===== src/rtl/io_port_responder.sv =====
// ============================================================================
// Module      : io_port_responder
// Description : Peripheral responder for CPU IN/OUT cycles. Decodes a data
//               port at BASE_ADDR and a status port at BASE_ADDR+1, with a
//               TX FIFO toward a sink and an RX holding register from a source.
//               Optional macro IO_LOOPBACK_EN adds an internal TX->RX loopback
//               mode controlled by status bit 7.
// Revision    : 1.0 - initial release
// ============================================================================
`default_nettype none

module io_port_responder #(
    parameter logic [7:0] BASE_ADDR = 8'h00,
    parameter int          TX_DEPTH  = 4
) (
    input  logic       clk,
    input  logic       reset_n,
    input  logic       io_addr_load,
    input  logic       io_write,
    input  logic       io_read,
    input  logic [7:0] bus_in,
    output logic [7:0] bus_out,
    output logic       bus_oe,
    output logic [7:0] tx_data,
    output logic       tx_valid,
    input  logic       tx_ready,
    input  logic [7:0] rx_data,
    input  logic       rx_valid,
    output logic       rx_ready,
    output logic       overflow
);

    localparam int               PTR_W     = (TX_DEPTH > 1) ? $clog2(TX_DEPTH) : 1;
    localparam int               CNT_W     = PTR_W + 1;
    localparam logic [CNT_W-1:0] C_FULL    = CNT_W'(TX_DEPTH);
    localparam logic [7:0]       STAT_ADDR = BASE_ADDR + 8'd1;

    typedef enum logic [1:0] {
        IDLE     = 2'd0,
        SEL_DATA = 2'd1,
        SEL_STAT = 2'd2
    } state_t;

    state_t           state_q,    state_d;
    logic [7:0]       addr_q,     addr_d;
    logic [7:0]       bus_out_q,  bus_out_d;
    logic [PTR_W-1:0] wr_ptr_q,   wr_ptr_d;
    logic [PTR_W-1:0] rd_ptr_q,   rd_ptr_d;
    logic [CNT_W-1:0] cnt_q,      cnt_d;
    logic [7:0]       rx_q,       rx_d;
    logic             rx_full_q,  rx_full_d;
    logic             overflow_q, overflow_d;
    logic [7:0]       fifo_q [TX_DEPTH];

    logic       w_wr_stb, w_rd_stb;
    logic       w_tx_empty, w_tx_full;
    logic       w_loop, w_lb_pop, w_pop, w_push, w_full_eff;
    logic       w_drop, w_stat_wr, w_rx_clr, w_ext_cap;
    logic [7:0] w_head, w_status;

`ifdef IO_LOOPBACK_EN
    logic loop_q, loop_d;
    assign w_loop = loop_q;
`else
    assign w_loop = 1'b0;
`endif

    // Address load outranks write, which outranks read.
    assign w_wr_stb   = io_write && !io_addr_load;
    assign w_rd_stb   = io_read && !io_addr_load && !io_write;

    assign w_tx_empty = (cnt_q == '0);
    assign w_tx_full  = (cnt_q == C_FULL);
    assign w_head     = fifo_q[rd_ptr_q];

    assign tx_valid   = !w_tx_empty && !w_loop;
    assign tx_data    = w_tx_empty ? 8'h00 : w_head;
    assign rx_ready   = !rx_full_q && !w_loop;
    assign overflow   = overflow_q;
    assign bus_out    = bus_out_q;
    assign bus_oe     = io_read && (state_q != IDLE);

    assign w_lb_pop   = w_loop && !w_tx_empty && !rx_full_q;
    assign w_pop      = (tx_valid && tx_ready) || w_lb_pop;
    // A same-cycle pop frees a slot, so push at full is still accepted.
    assign w_full_eff = w_tx_full && !w_pop;
    assign w_push     = w_wr_stb && (state_q == SEL_DATA) && !w_full_eff;
    assign w_drop     = w_wr_stb && (state_q == SEL_DATA) && w_full_eff;
    assign w_stat_wr  = w_wr_stb && (state_q == SEL_STAT);
    assign w_rx_clr   = w_rd_stb && (state_q == SEL_DATA);
    assign w_ext_cap  = rx_valid && rx_ready;

    assign w_status   = {w_loop, 3'b000, overflow_q, rx_full_q, w_tx_full, w_tx_empty};

    always_comb begin
        state_d    = state_q;
        addr_d     = addr_q;
        bus_out_d  = bus_out_q;
        wr_ptr_d   = wr_ptr_q;
        rd_ptr_d   = rd_ptr_q;
        cnt_d      = cnt_q;
        rx_d       = rx_q;
        rx_full_d  = rx_full_q;
        overflow_d = overflow_q;
`ifdef IO_LOOPBACK_EN
        loop_d     = loop_q;
`endif

        if (io_addr_load) begin
            addr_d = bus_in;
            if (bus_in == BASE_ADDR) begin
                state_d   = SEL_DATA;
                bus_out_d = rx_full_q ? rx_q : 8'h00;
            end else if (bus_in == STAT_ADDR) begin
                state_d   = SEL_STAT;
                bus_out_d = w_status;
            end else begin
                state_d   = IDLE;
                bus_out_d = 8'h00;
            end
        end else if ((w_wr_stb || w_rd_stb) && (state_q != IDLE)) begin
            state_d = IDLE;
        end

        if (w_push) begin
            wr_ptr_d = wr_ptr_q + 1'b1;
        end
        if (w_pop) begin
            rd_ptr_d = rd_ptr_q + 1'b1;
        end
        case ({w_push, w_pop})
            2'b10:   cnt_d = cnt_q + 1'b1;
            2'b01:   cnt_d = cnt_q - 1'b1;
            default: cnt_d = cnt_q;
        endcase

        if (w_stat_wr) begin
            overflow_d = 1'b0;
`ifdef IO_LOOPBACK_EN
            loop_d     = bus_in[7];
`endif
        end
        if (w_drop) begin
            overflow_d = 1'b1;
        end

        // Capture is ordered last; it can only fire while the register is empty.
        if (w_rx_clr) begin
            rx_full_d = 1'b0;
        end
        if (w_lb_pop) begin
            rx_d      = w_head;
            rx_full_d = 1'b1;
        end else if (w_ext_cap) begin
            rx_d      = rx_data;
            rx_full_d = 1'b1;
        end
    end

    always_ff @(posedge clk or negedge reset_n) begin
        if (!reset_n) begin
            state_q    <= IDLE;
            addr_q     <= 8'h00;
            bus_out_q  <= 8'h00;
            wr_ptr_q   <= '0;
            rd_ptr_q   <= '0;
            cnt_q      <= '0;
            rx_q       <= 8'h00;
            rx_full_q  <= 1'b0;
            overflow_q <= 1'b0;
        end else begin
            state_q    <= state_d;
            addr_q     <= addr_d;
            bus_out_q  <= bus_out_d;
            wr_ptr_q   <= wr_ptr_d;
            rd_ptr_q   <= rd_ptr_d;
            cnt_q      <= cnt_d;
            rx_q       <= rx_d;
            rx_full_q  <= rx_full_d;
            overflow_q <= overflow_d;
        end
    end

`ifdef IO_LOOPBACK_EN
    always_ff @(posedge clk or negedge reset_n) begin
        if (!reset_n) begin
            loop_q <= 1'b0;
        end else begin
            loop_q <= loop_d;
        end
    end
`endif

    // Storage needs no reset: tx_data is masked to zero while empty.
    always_ff @(posedge clk) begin
        if (w_push) begin
            fifo_q[wr_ptr_q] <= bus_in;
        end
    end

    logic w_unused;
    assign w_unused = ^addr_q;

endmodule

`default_nettype wire


===== config.mk =====
export PLATFORM = sky130hd
export DESIGN_NAME = io_port_responder
export DESIGN_NICKNAME = d
export VERILOG_FILES = /design/src/rtl/io_port_responder.sv
export SDC_FILE = /design/constraint.sdc
export NUM_CORES = 1
export LEC_CHECK = 0
export ABC_AREA = 0
export CAP_MARGIN = 5
export CORE_MARGIN = 1
export CORE_UTILIZATION = 52
export DETAILED_ROUTE_END_ITERATION = 8
export PLACE_DENSITY = 0.83
export SETUP_SLACK_MARGIN = 0.02
export SLEW_MARGIN = 20
export SYNTH_ARGS = -nofsm -noshare
export SYNTH_HDL_FRONTEND = slang
export SYNTH_SLANG_ARGS = --single-unit

===== constraint.sdc =====
create_clock -name clk -period 2.2 [get_ports clk]
set_input_delay 0.44 -clock clk [delete_from_list [all_inputs] [get_ports clk]]
set_output_delay 0.44 -clock clk [all_outputs]
set_load 0.01 [all_outputs]

# Yosys cells after proc, flatten, opt, wreduce, memory -nomap -nowiden
# Memory sizes are Yosys's and may differ from the RTL's.
# Cells that the tools add are included.
# Widths: inputs -> output; s select.
dict set report classes {
  addsub 4
  n_eq_ne 6
  n_mux 15
  n_reduce_logical 27
}
# operator count
set op_table {}
lappend op_table {{$mux 8} 3}
lappend op_table {{$logic_and 1x1->1} 13}
lappend op_table {{$reduce_bool 2->1} 5}
lappend op_table {{$eq 8x1->1 const B} 1}
lappend op_table {{$logic_not 8->1} 1}
lappend op_table {{$mux 2} 4}
lappend op_table {{$logic_not 1->1} 6}
lappend op_table {{$mux 1} 6}
lappend op_table {{$pmux 3 s2} 1}
lappend op_table {{$add 2x1->2 const B} 2}
lappend op_table {{$eq 2x1->1 const B} 2}
lappend op_table {{$eq 2x2->1 const B} 2}
lappend op_table {{$mux 4} 1}
lappend op_table {{$add 3x1->3 const B} 1}
lappend op_table {{$eq 3x3->1 const B} 1}
lappend op_table {{$logic_not 3->1} 1}
lappend op_table {{$sub 3x1->3 const B} 1}
lappend op_table {{$logic_or 1x1->1} 1}
dict set report totals {
  ff_bits 27
  output_inout_bits 20
  ram_bits 32
  inputBits 23
  n_memories 1
  wordCells 61
}
# name words word_bits rd rd_clocked_by_memory_dff wr line
set mem_list {}
lappend mem_list {fifo_q 4 8 1 0 1 53} ;# logic [7:0] fifo_q [TX_DEPTH];

# Longest topological paths before layout
dict set report depth {
  ltp_word 9
  ltp_mapped 9
  mapped_depth_nobuf 8
}

# Worst setup path after synthesis
# Ideal clock, no wire load.
dict set report synth_path {
  path_type {register to register}
  start {register cnt_q[1]}
  end {register cnt_q[1]}
  n_path_buf 1
  setup_ps 73
  setup_slack_ps 237
  period_less_slack_ps 1963
  stages_incl_launch_ff 8
  required_ps 2127
  arrival_time_ps 1890
  cell_sequence {dfrtp_1 -> nor3_1 -> inv_1 -> clkbuf_1 -> nand3_1 -> fa_1 -> a2111oi_2 -> a2bb2oi_2}
}
dict set report synth_between {
  elab_chain_cells 9
  word_cells_on_any_way 14
  cone_classes {2 x add/sub; 3 x eq/ne; 1 x mux; 8 x reduce/logical}
}
# element line
set synth_rtl {}
lappend synth_rtl {{start: declaration} 49} ;# logic [CNT_W-1:0] cnt_q, cnt_d;
lappend synth_rtl {{start signal: assignment} 177} ;# cnt_q <= cnt_d;
lappend synth_rtl {{$logic_not 3->1 *} 72} ;# assign w_tx_empty = (cnt_q == '0);
lappend synth_rtl {{$logic_not 1->1 *} -}
lappend synth_rtl {{via tx_valid} 25} ;# output logic tx_valid,
lappend synth_rtl {{$logic_and 1x1->1 *} 84} ;# assign w_pop = (tx_valid && tx_ready) || w_lb_pop;
lappend synth_rtl {{$logic_not 1->1} 86} ;# assign w_full_eff = w_tx_full && !w_pop;
lappend synth_rtl {{$logic_and 1x1->1} 86}
lappend synth_rtl {{$logic_not 1->1} 87} ;# assign w_push = w_wr_stb && (state_q == SEL_DATA) && !w_full_eff;
lappend synth_rtl {{$logic_and 1x1->1} 87}
lappend synth_rtl {{$eq 2x1->1 or $eq 2x2->1 (tied branches)} 131} ;# case ({w_push, w_pop})
lappend synth_rtl {{$pmux 3 s2 or $reduce_bool 2->1 (tied branches)} -}
# The timed path passes the listed nets; every way through them passes the cells marked *.
# A chain may end at the register's enable or synchronous reset.

# Worst setup path after layout
dict set report layout_path {
  start {register rd_ptr_q[0]}
  end {output tx_data[5]}
}
dict set report layout_between {
  elab_chain_cells 2
}
# element line
set layout_rtl {}
lappend layout_rtl {{start: declaration} 48} ;# logic [PTR_W-1:0] rd_ptr_q, rd_ptr_d;
lappend layout_rtl {{start signal: assignment} 176} ;# rd_ptr_q <= rd_ptr_d;
lappend layout_rtl {{$mem_v2 4x8} -}
lappend layout_rtl {{$mux 8} 77} ;# assign tx_data = w_tx_empty ? 8'h00 : w_head;
lappend layout_rtl {{end: declaration} 24} ;# output logic [7:0] tx_data,
# No other way between the ends.

==> impl_results.md <==
- CP Launch Type: flop
- Post-DP Area: between 0.003 and 0.004 mm^2
- FF-to-FF Start: cnt_q[1]
- Rows: 25
- RR Endpoint: cnt_q[1]
- Vias in the first global route: roughly 1800
- # port buffers: 42
- Max Cap Viol: 0
- Synth warnings: 0
- Routed wl met2: 2.92 mm
- Final setup violation count: 0
- Pwr dens: roughly 940 mW/mm^2
- Register area share after synthesis: 0.641
- Global Route Usage Sum: 0.232
- Flops & latches, synth: 59
- Syn Area/Cell: about 15 um^2
- Chip width: approximately 70 um
- FILL cells: 306
- Post-route DRC violation count: 0
- Routed length on met1: 2.08 mm
- Run status: complete, no violations
- GPL Wtd Cong: approximately 0.87
- Clk buf depth: 2
- Pre-CTS WS: -0.0590 ns
- Drt total wl: 5.32 mm
- Root buf cell: clkbuf_8
- WL met3: roughly 290 um
- Std-Cell Core Area: between 0.004 and 0.005 mm^2
- Sum Neg Setup Slack: 0 ns
- Reg area: ~0.0016 mm^2
- Share of the synthesized area in the top cell type: 0.377
- Post-synth ARST share: 0.458
- Worst setup margin: roughly 0.042 ns
- Worst-Skew Late Latency: 0.33 ns
- Worst reg2reg path depth: 6
- Period utilisation layout: 0.981
- Final min period: between 2 and 2.5 ns
- Multi-input logic area: slightly below 900 um^2
- H-tree depth: 3
- Critical Path RT: 1.76 ns
- Commonest non-fill, non-tap cell in the layout: clkdlybuf4s50_1
- Worst EP arrival: approximately 1.7 ns
- Mapped Nets: around 190
- RSZ-0062 raised after global routing: yes
- FF-to-FF setup slack: 0.29 ns
- Peak VDD IR: around 0.00041 V
- Via Count: between 1500 and 2000
- Number of nets still failing antenna checks after routing: 0
- Cell variety after synth: 40
- Worst Hold Class: in -> async
- Synthesis-to-finish area growth: 32.9%
- DIE AREA: 0.00519 mm^2
- Max layer used: met4
- CP Class: reg -> out
- Largest net degree at the start of global routing: 28
- Final hold violation count: 0
- I/O pin count: 43
- Clk sinks: 59
- Share of cells above drive strength 1: 0.302
- GRT overflow: 0
- Post-Place Cells: between 200 and 300
- Post-DP HPWL: approximately 3.7 mm
- Via density: 5.30
- CTS buffer count: 9
- Initial core utilization: 0.540
- Most frequent cells in the layout: clkdlybuf4s50_1 (34), edfxtp_1 (32), dfrtp_1 (27)
- Final nets: ~270
- Wirelength per Cell: approximately 17 um
- CTS tree: done
- Worst slew pin tran: ~0.43 ns
- Util after Layout: 0.718
- Cells after Synth: between 150 and 200
- Die H: 72.0 um
- Static leakage: about 0.0014 uW
- Initial antenna violation count: 0
- Number of detailed-routing iterations run before antenna repair: 4
- Clock skew: approximately 0.0061 ns
- Antenna fix cells: 0
- Synth area leader: edfxtp_1
- Finished Layout Cells: between 300 and 400
- Max Fclk: 463 MHz
- Global-route wire length before repair: roughly 8.7 mm
- CP endpoint kind: primary output
- DR iter-0 viols: approximately 120
- CTS Hold Buffers Added: 0
- EDFF count, synth: 32
- Top post-synthesis cells by area: edfxtp_1 (38%), dfrtp_1 (26%), mux4_2 (7.1%)
- CP max FO: 4
- Synthesized area: around 0.0026 mm^2
- Top FF cell, synth: edfxtp_1
- Slew HR: 0.703
- Final Cell Area: 0.00339 mm^2
- Worst-path clk slew: approximately 0.06 ns
- Max-slew violations: 0
-- critical path, stage by stage (launching register included) --
cell and delay [ns]:
dfrtp_1 0.38, buf_6 0.14, buf_12 0.10, mux4_2 0.49, and2_4 0.17, buf_6 0.11
-- where the power goes --
group	leakage, uW	switching (uW)	total (uW)	internal (uW)
clock	0.0000885	384	845	461
combinational	0.000655	449	1040	595
sequential	0.000633	74.7	1300	1220
-- area by class of cell --
class	instances	area share
tap	67	0.0247
timing repair buffer	66	0.173
multi-input combinational	94	0.261
clock buffer	13	0.0469
inverter	7	0.00775
clock inverter	3	0.00369
sequential	59	0.483
-- cells in the mapped netlist (2+ instances only) --
library cell,count
a21o_1,3
a221o_1,2
a22o_1,7
and2_1,12
and3_2,2
clkbuf_1,4
dfrtp_1,27
edfxtp_1,32
ha_1,4
inv_1,6
mux2_2,9
mux4_2,8
nand2_1,6
nand3_1,2
nor2_1,4
nor2b_1,3
nor3_1,2
nor4b_1,2
o21ai_0,5
xnor2_1,5
-- registers in the layout, summed over array words and instances (netlist names) --
register and cells:
wr_ptr_q 2, rx_q 8, cnt_q 3, state_q 2, bus_out 8, rd_ptr_q 2, fifo_q 32, overflow 1
rx_full_q 1
-- routing by layer --
metal | global-route usage | vias to the layer above
met3 | 0.0667 | 5
li1 | - | 767
met5 | 0 | -
met1 | 0.285 | 817
met2 | 0.391 | 50
met4 | 0.0915 | 0
-- stage by stage --
stage               hold WS, ns  total power [uW]
floorplan                 0.144              1850
global placement          0.457              2240
detailed placement        0.462              2290
CTS                       0.472              3170
global route              0.505              3350
finish                    0.482              3180
-- logic make-up after synthesis --
kind of cell	after synthesis	synth area share
flip-flops	59	0.641
buffers and inverters	12	0.0181
AO/OA/AOI/OAI	27	0.0858
AND/OR/NAND/NOR	40	0.0996
multiplexers	17	0.110
adder cells (fa/ha/maj)	5	0.0275
XOR/XNOR	5	0.0172
-- how the worst max path moves through the flow --
stage,start,endpoint
after floorplan,cnt_q[1],cnt_q[1]
after global placement,io_addr_load,cnt_q[2]
after detailed placement,io_addr_load,cnt_q[0]
after CTS,rd_ptr_q[0],tx_data[0]
after global routing,rd_ptr_q[0],tx_data[2]
final,rd_ptr_q[0],tx_data[5]
-- repair_timing --
item                                    in CTS  in global routing
pin swaps                                    1                  1
cloned                                       0                  0
gates resized for setup                     27                  9
hold endpoints to repair                     0                  0
setup buffers                                3                  1
endpoints found under the setup margin       9                  9
Power figures use the tool's default switching activity.
